===== config.mk =====
export PLATFORM = sky130hd
export DESIGN_NAME = bin2bcd_seq
export DESIGN_NICKNAME = d
export VERILOG_FILES = /design/src/rtl/bin2bcd_pkg.sv /design/src/rtl/bin2bcd_seq_add3.sv /design/src/rtl/bin2bcd_seq.sv
export SDC_FILE = /design/constraint.sdc
export NUM_CORES = 1
export LEC_CHECK = 0
export CAP_MARGIN = 20
export CORE_AREA = 5 5 65 67
export CTS_CLUSTER_DIAMETER = 200
export DETAILED_ROUTE_END_ITERATION = 6
export DIE_AREA = 0 0 70 72
export PLACE_DENSITY = 0.76
export SLEW_MARGIN = 20
export SYNTH_ARGS = -nofsm -noshare
export SYNTH_HDL_FRONTEND = slang
export SYNTH_SLANG_ARGS = --single-unit

===== constraint.sdc =====
create_clock -name clk -period 2.2 [get_ports clk]
set_clock_uncertainty 0.2 [all_clocks]
set_input_delay 0.22 -clock clk [delete_from_list [all_inputs] [get_ports clk]]
set_output_delay 0.22 -clock clk [all_outputs]
set_load 0.01 [all_outputs]

===== src/rtl/bin2bcd_pkg.sv =====
// Shared definitions for the sequential binary-to-BCD converter.
package bin2bcd_pkg;

  // Controller states of the converter.
  typedef enum logic [1:0] {
    IDLE  = 2'd0,
    SHIFT = 2'd1,
    DONE  = 2'd2
  } state_e;

  // Width of one packed BCD digit.
  localparam int BCD_DIGIT_W = 4;

  // Digits at or above this value get +3 before each shift.
  localparam logic [3:0] ADD3_THRESH = 4'd5;

  // Bit-counter width: enough to hold W-1, never narrower than one bit.
  function automatic int cnt_width(input int w);
    return (w > 1) ? $clog2(w) : 1;
  endfunction

endpackage


===== src/rtl/bin2bcd_seq_add3.sv =====
// Single-digit double-dabble correction: adds 3 to a digit of 5 or more.
// The sum wraps within the nibble, so no carry ever leaves this digit.
module add3_digit
  import bin2bcd_pkg::*;
(
  input  logic [3:0] digit,
  output logic [3:0] fixed
);

  // Conditional +3, kept strictly 4 bits wide.
  assign fixed = (digit >= ADD3_THRESH) ? (digit + 4'd3) : digit;

endmodule


===== src/rtl/bin2bcd_seq.sv =====
// Sequential binary-to-BCD converter (shift-and-add-3), one input bit per clock,
// MSB first. A result of W bits takes W SHIFT cycles plus one DONE cycle.
//
// state | meaning
// ------+-------------------------------------------------------------
// IDLE  | waiting for start; outputs hold the last published result
// SHIFT | correcting and shifting one operand bit per cycle (busy=1)
// DONE  | result just published, done=1; start here restarts directly
module bin2bcd_seq
  import bin2bcd_pkg::*;
#(
  parameter int W = 8,
  parameter int D = 3
)
(
  input  logic                     clk,
  input  logic                     rst,
  input  logic                     start,
  input  logic [W-1:0]             bin,
  output logic                     busy,
  output logic                     done,
  output logic [BCD_DIGIT_W*D-1:0] bcd,
  output logic                     overflow
);

  localparam int CW = cnt_width(W);
  localparam int DW = BCD_DIGIT_W * D;

  localparam logic [1:0] S_IDLE  = 2'(IDLE);
  localparam logic [1:0] S_SHIFT = 2'(SHIFT);
  localparam logic [1:0] S_DONE  = 2'(DONE);

  logic [1:0]      state;
  logic [W-1:0]    sr;
  logic [W-1:0]    sr_nxt;
  logic [DW-1:0]   dig;
  logic [DW-1:0]   dig_fix;
  logic [DW-1:0]   dig_nxt;
  logic [DW+W-1:0] cat_shl;
  logic [CW-1:0]   cnt;
  logic            ovf_acc;
  logic            carry;

  // Per-digit +3 correction ahead of the shift.
  for (genvar i = 0; i < D; i++) begin : g_add3
    add3_digit u_add3 (
      .digit (dig[BCD_DIGIT_W*i +: BCD_DIGIT_W]),
      .fixed (dig_fix[BCD_DIGIT_W*i +: BCD_DIGIT_W])
    );
  end

  // Shift {corrected digits, operand} left by one; the bit falling off the
  // top digit is a whole unit of 10^D and therefore signals overflow.
  assign carry   = dig_fix[DW-1];
  assign cat_shl = {dig_fix, sr} << 1;
  assign dig_nxt = cat_shl[DW+W-1:W];
  assign sr_nxt  = cat_shl[W-1:0];

  // Controller, datapath registers and published result.
  always_ff @(posedge clk) begin
    if (rst) begin
      state    <= S_IDLE;
      busy     <= 1'b0;
      done     <= 1'b0;
      overflow <= 1'b0;
      bcd      <= '0;
      dig      <= '0;
      sr       <= '0;
      cnt      <= '0;
      ovf_acc  <= 1'b0;
    end else begin
      case (state)
        S_SHIFT: begin
          dig     <= dig_nxt;
          sr      <= sr_nxt;
          ovf_acc <= ovf_acc | carry;
          if (cnt == '0) begin
            state    <= S_DONE;
            busy     <= 1'b0;
            done     <= 1'b1;
            bcd      <= dig_nxt;
            overflow <= ovf_acc | carry;
          end else begin
            cnt <= cnt - CW'(1);
          end
        end
        // IDLE, DONE and any unreachable encoding all accept a new start.
        default: begin
          done <= 1'b0;
          if (start) begin
            state   <= S_SHIFT;
            busy    <= 1'b1;
            sr      <= bin;
            dig     <= '0;
            ovf_acc <= 1'b0;
            cnt     <= CW'(W - 1);
          end else begin
            state <= S_IDLE;
            busy  <= 1'b0;
          end
        end
      endcase
    end
  end

endmodule


* Yosys cells after proc, flatten, opt, wreduce, memory -nomap -nowiden
Index checks and enable logic that the tools add are counted.
Operators by class: equal/unequal tests 3, multiplexer cells 18, reduce and logical (&&, ||, !) cells 6, add/subtract/negate cells 4, $lt $le $gt $ge 3, bitwise logic cells 2
Operators by type and width (number):
- $mux W12 | 2
- $mux W8 | 2
- $add A4 B2 Y4 const B | 3
- $ge A4 B3 Y1 const B | 3
- $mux W4 | 3
- $mux W3 | 3
- $mux W1 | 6
- $mux W2 | 2
- $ne A2 B2 Y1 const B | 2
- $reduce_and A2 Y1 | 2
- $reduce_or A2 Y1 | 2
- $logic_not A3 Y1 | 1
- $sub A3 B1 Y3 const B | 1
- $eq A2 B1 Y1 const B | 1
- $reduce_bool A2 Y1 | 1
- $not A1 Y1 | 1
- $or A1 B1 Y1 | 1
Word-level totals: logic and storage cells 46, bits of input ports 11, bits in registers 41, output and inout port bits 15

* Depth between registers and ports, before layout
word-level depth 4, mapped depth 7, gate-level depth less buffers 7

* Cells and area by module
From an unflattened synthesis, not the netlist that was laid out.
Unflattened totals: cell total of the unflattened synthesis 200, area, all modules 1776.7 sq um
By module, submodules not included:
- bin2bcd_seq | times used 1, area an instance 1472.7 sq um, sequential area each 800.8 sq um, cells an instance 152
- add3_digit | times used 3, area an instance 101.3 sq um, sequential area each 0.0 sq um, cells an instance 16

* Worst setup path before layout
OpenSTA, ideal clock, no wires.
kind reg-to-reg, start point register dig[4], end point register dig[6], setup slack 0.549 ns, period minus slack after synthesis 1.651 ns, data required time 1.931 ns, stages on the path, launching flop included 7, data arrival time 1.382 ns, library setup time 0.069 ns, path buffers 0, path through dfxtp_1 -> inv_1 -> ha_1 -> nand2b_1 -> a21oi_1 -> mux2_2 -> o21ai_1
On the way: cells in the longest elaborated chain, start to end 3, elaborated cells on any way between the ends 4, classes of those cells 1 x add/sub; 1 x order compare; 2 x mux
Ends and longest elaborated chain:
- start, declared | RTL line bin2bcd_seq.sv:36 | logic [DW-1:0] dig;
- start signal, assigned | RTL line bin2bcd_seq.sv:74 | dig <= dig_nxt;
- $add A4 B2 Y4 / $ge A4 B3 Y1 (equally long branches) | RTL line bin2bcd_seq_add3.sv:11 | assign fixed = (digit >= ADD3_THRESH) ? (digit + 4'd3) : digit;
- $mux W4 (*) | RTL line bin2bcd_seq_add3.sv:11
- $mux W12 (*) | RTL line bin2bcd_seq.sv:72 | case (state)
Mark *: on every way between the ends. The rest lies on a longest branch, timed or not. A chain may end at the register's enable or synchronous reset.

* Worst setup path in the final report
start point register cnt[0], end point register cnt[1]
On the way: cells in the longest elaborated chain, start to end 3, elaborated cells on any way between the ends 6, classes of those cells 1 x add/sub; 1 x eq/ne; 2 x mux; 2 x reduce/logical
Ends and longest elaborated chain:
- start, declared | RTL line bin2bcd_seq.sv:40 | logic [CW-1:0] cnt;
- start signal, assigned | RTL line bin2bcd_seq.sv:84 | cnt <= cnt - CW'(1);
- start signal, assigned | RTL line bin2bcd_seq.sv:96 | cnt <= CW'(W - 1);
- $sub A3 B1 Y3 / $logic_not A3 Y1 (equally long branches) | RTL line bin2bcd_seq.sv:84, bin2bcd_seq.sv:77
- $mux W3 / $ne A2 B2 Y1 (equally long branches)
- $mux W3 / $reduce_and A2 Y1 (equally long branches)
Parallel ways exist; a longest one is shown, timed or not. The select of a mux whose other input is x is not followed.

==> impl_metrics.csv <==
group,metric,value,unit
outcome,run_status,"finished clean",
detailed_routing,drt_pass1_iterations,4,
detailed_routing,routed_via_density,5.310,
timing,finalMaxSlewViolations,0,
logic_synthesis,synth.yosys.seq_area_share,0.4414,
die,die_h,72,microns
timing,setup_tns,0,ns
clock_tree,clock-root-buffer,"clkbuf_4",
cells_and_area,finalCoreUtilization,0.6017,
logic_synthesis,syn_avg_cell_area,9.163,sq um
worst_setup_path,startpoint_type,"register",
logic_synthesis,yosys_register_bits,40,
timing,finalHoldViolations,0,
logic_synthesis,netlist-cell-type-count,31,
detailed_routing,remaining_routing_drc_violations,0,
global_route,antenna_violations_before_repair,0,
logic_synthesis,mappedNetlistArea,1814,sq um
placement,port_buffers,25,
worst_setup_path,setup_cp_type,"reg2reg",
clock_tree,post_cts_resize_count,0,
timing,fin_crit,1.890,ns
placement,dp_hpwl,2607,microns
clock_tree,htree_levels,2,
global_route,global_route_wire_length_before_repair,6279,microns
detailed_routing,drt_wl_total,3650,microns
logic_synthesis,syn_nets,217,
die,io_pins,26,
cells_and_area,antenna-diode-count,0,
timing,timing.hold.ws,0.2682,ns
global_route,grt_usage,0.1584,
global_route,total_overflow_reported_by_the_global_router,0,
worst_hold_path,min_path_type,"reg2reg",
detailed_routing,mean_routed_wirelength_per_cell,13.32,microns
die,coreArea,3578,sq um
cells_and_area,multiInputGateArea,912.1,sq um
worst_setup_path,critPathCaptureType,"register",
logic_synthesis,syn-instance-count,198,
timing,tightest_slew,0.4812,ns
timing,grt_setup_unrepaired,"no",
cells_and_area,syn_to_final_growth,18.69,%
die,initial_core_util,0.5070,
logic_synthesis,number_of_warning_messages_in_the_yosys_log,0,
clock_tree,post_cts_hold_buffer_count,0,
timing,share_of_the_clock_period_used_by_the_worst_path_after_layout,0.8590,
global_route,maximum_number_of_pins_on_one_net_before_global_route_repair,18,
placement,placed_area,2095,sq um
global_route,first_global_vias,1344,
clock_tree,post-cts-setup-buffer-count,0,
die,die_area,5040,sq um
cells_and_area,ff_latch_area,800.8,sq um
detailed_routing,num_vias,1455,
power_and_ir_drop,p_leak,0.8222,nW
cells_and_area,design_area,2153,sq um
clock_tree,cts_buffers,5,
cells_and_area,nets,244,
clock_tree,tritoncts,"done",
cells_and_area,fillerInstances,341,
cells_and_area,drive_gt1_frac,0.08850,
timing,worst_slew_margin_rel,0.6780,
detailed_routing,dr.first_iter.drc_count,80,
worst_setup_path,ff2ff_setup_slack,0.31,ns
clock_tree,clkTransAtPathRegs,0.11,ns
die,fp.dieW,70,microns
timing,finalSetupViolations,0,
clock_tree,maximum_clock_path_buffer_count,2,
power_and_ir_drop,vdd_ir_drop_max,0.0003357,V
clock_tree,clk_latency,0.35,ns
worst_setup_path,crit_path_max_fanout,12,
power_and_ir_drop,p_per_area,644.0,nW/um^2
timing,max_freq,0.5291,GHz
worst_setup_path,timing.critical_path.arrival,1.96,ns
die,core.rowCount,22,
clock_tree,cts_num_sinks,40,
placement,place_congestion,0.8396,
worst_setup_path,cp.required,2.27,ns
flow_run,drv.max_cap_violation_count,0,
detailed_routing,route.antenna.remaining_nets,0,
cells in the final DEF (no fill, tap or decap), drive strengths merged, types with 2 or more instances in the layout:
cell	instances
a211oi	13
a21oi	8
a22o	2
and2	2
buf	5
clkbuf	8
clkdlybuf4s50	25
dfxtp	40
ha	8
inv	9
mux2	2
mux2i	10
nand2	16
nand2b	4
nand3	3
nand3b	5
nor2	19
nor2b	2
nor3	10
nor3b	7
o21ai	20
xnor2	3
metrics by stage:
step | std cells | setup WS (ns) | power [W]
final | 274 | 0.3101 | 0.001387
after global routing | 274 | 0.1554 | 0.001460
after CTS | 274 | 0.2940 | 0.001398
after detailed placement | 266 | 0.3140 | 0.001008
after global placement | 266 | 0.3834 | 0.001003
after floorplan | 198 | 0.5489 | 0.0009361
power breakdown:
group / switching [W] / internal, W / leakage [nW] / total (W)
Sequential: 0.0000216 / 0.000761 / 0.326 / 0.000783
Combinational: 0.000106 / 0.0000999 / 0.464 / 0.000206
Clock: 0.000240 / 0.000158 / 0.0326 / 0.000398
cells in the mapped netlist (all sizes together):
| cell type | instances | area [sq um] |
|---|---|---|
| nor3 | 10 | 60.06 |
| or3b | 1 | 11.26 |
| nor4 | 1 | 6.260 |
| xnor2 | 3 | 26.28 |
| nand2 | 16 | 60.06 |
| mux2i | 10 | 100.1 |
| ha | 8 | 100.1 |
| mux2 | 2 | 22.52 |
| inv | 9 | 33.78 |
| a221oi | 1 | 8.760 |
| and2 | 2 | 12.51 |
| a22o | 2 | 17.52 |
| buf | 8 | 60.05 |
| or2 | 1 | 8.760 |
| nor3b | 7 | 52.55 |
| nand3b | 5 | 37.54 |
| nor2 | 19 | 71.32 |
| a21oi | 8 | 43.79 |
| clkbuf | 2 | 7.510 |
| dfxtp | 40 | 800.8 |
| a21o | 1 | 7.510 |
| nand3 | 3 | 15.01 |
| nor2b | 2 | 27.53 |
| a211oi | 13 | 97.59 |
| o21ai | 20 | 100.1 |
| nand2b | 4 | 25.02 |
final cells by class:
class,count,share of cell area
multi-input combinational,139,0.4236
sequential,40,0.3719
timing repair buffer,30,0.1336
clock buffer,8,0.02731
tap,48,0.02789
inverter,9,0.01569
registers in the layout (all words and copies together), names as in the netlist:
register and flops:
ovf_acc 1, sr 8, bcd 12, done 1, cnt 3, overflow 1, dig 12, state 2
layer usage:
metal,track usage,vias up,part of all wire
met5,0,-,0
met4,0.08298,0,0.023
met3,0.03601,7,0.044
met2,0.2403,32,0.45
met1,0.2110,676,0.48
li1,-,740,-
path summary, 6_finish.rpt:
check	from	end	cells after the start
max	cnt[0]	cnt[1]	6
min	ovf_acc	ovf_acc	2
max reg2reg	cnt[0]	cnt[1]	6
min reg2reg	ovf_acc	ovf_acc	2
critical path: stages, from the launching register on:
cell      delay (ns)
dfxtp_1         0.33
inv_1           0.07
ha_1            0.22
nor2b_4         0.14
nand2_1         0.29
o21ai_0         0.24
a221oi_1        0.31
cells by family after synthesis:
group	synth area share
XOR/XNOR	0.01449
multiplexers	0.06759
AND/OR/NAND/NOR	0.2138
flip-flops	0.4414
adder cells (fa/ha/maj)	0.05517
buffers and inverters	0.05586
AO/OA/AOI/OAI	0.1517
Power figures use the tool's default switching activity.
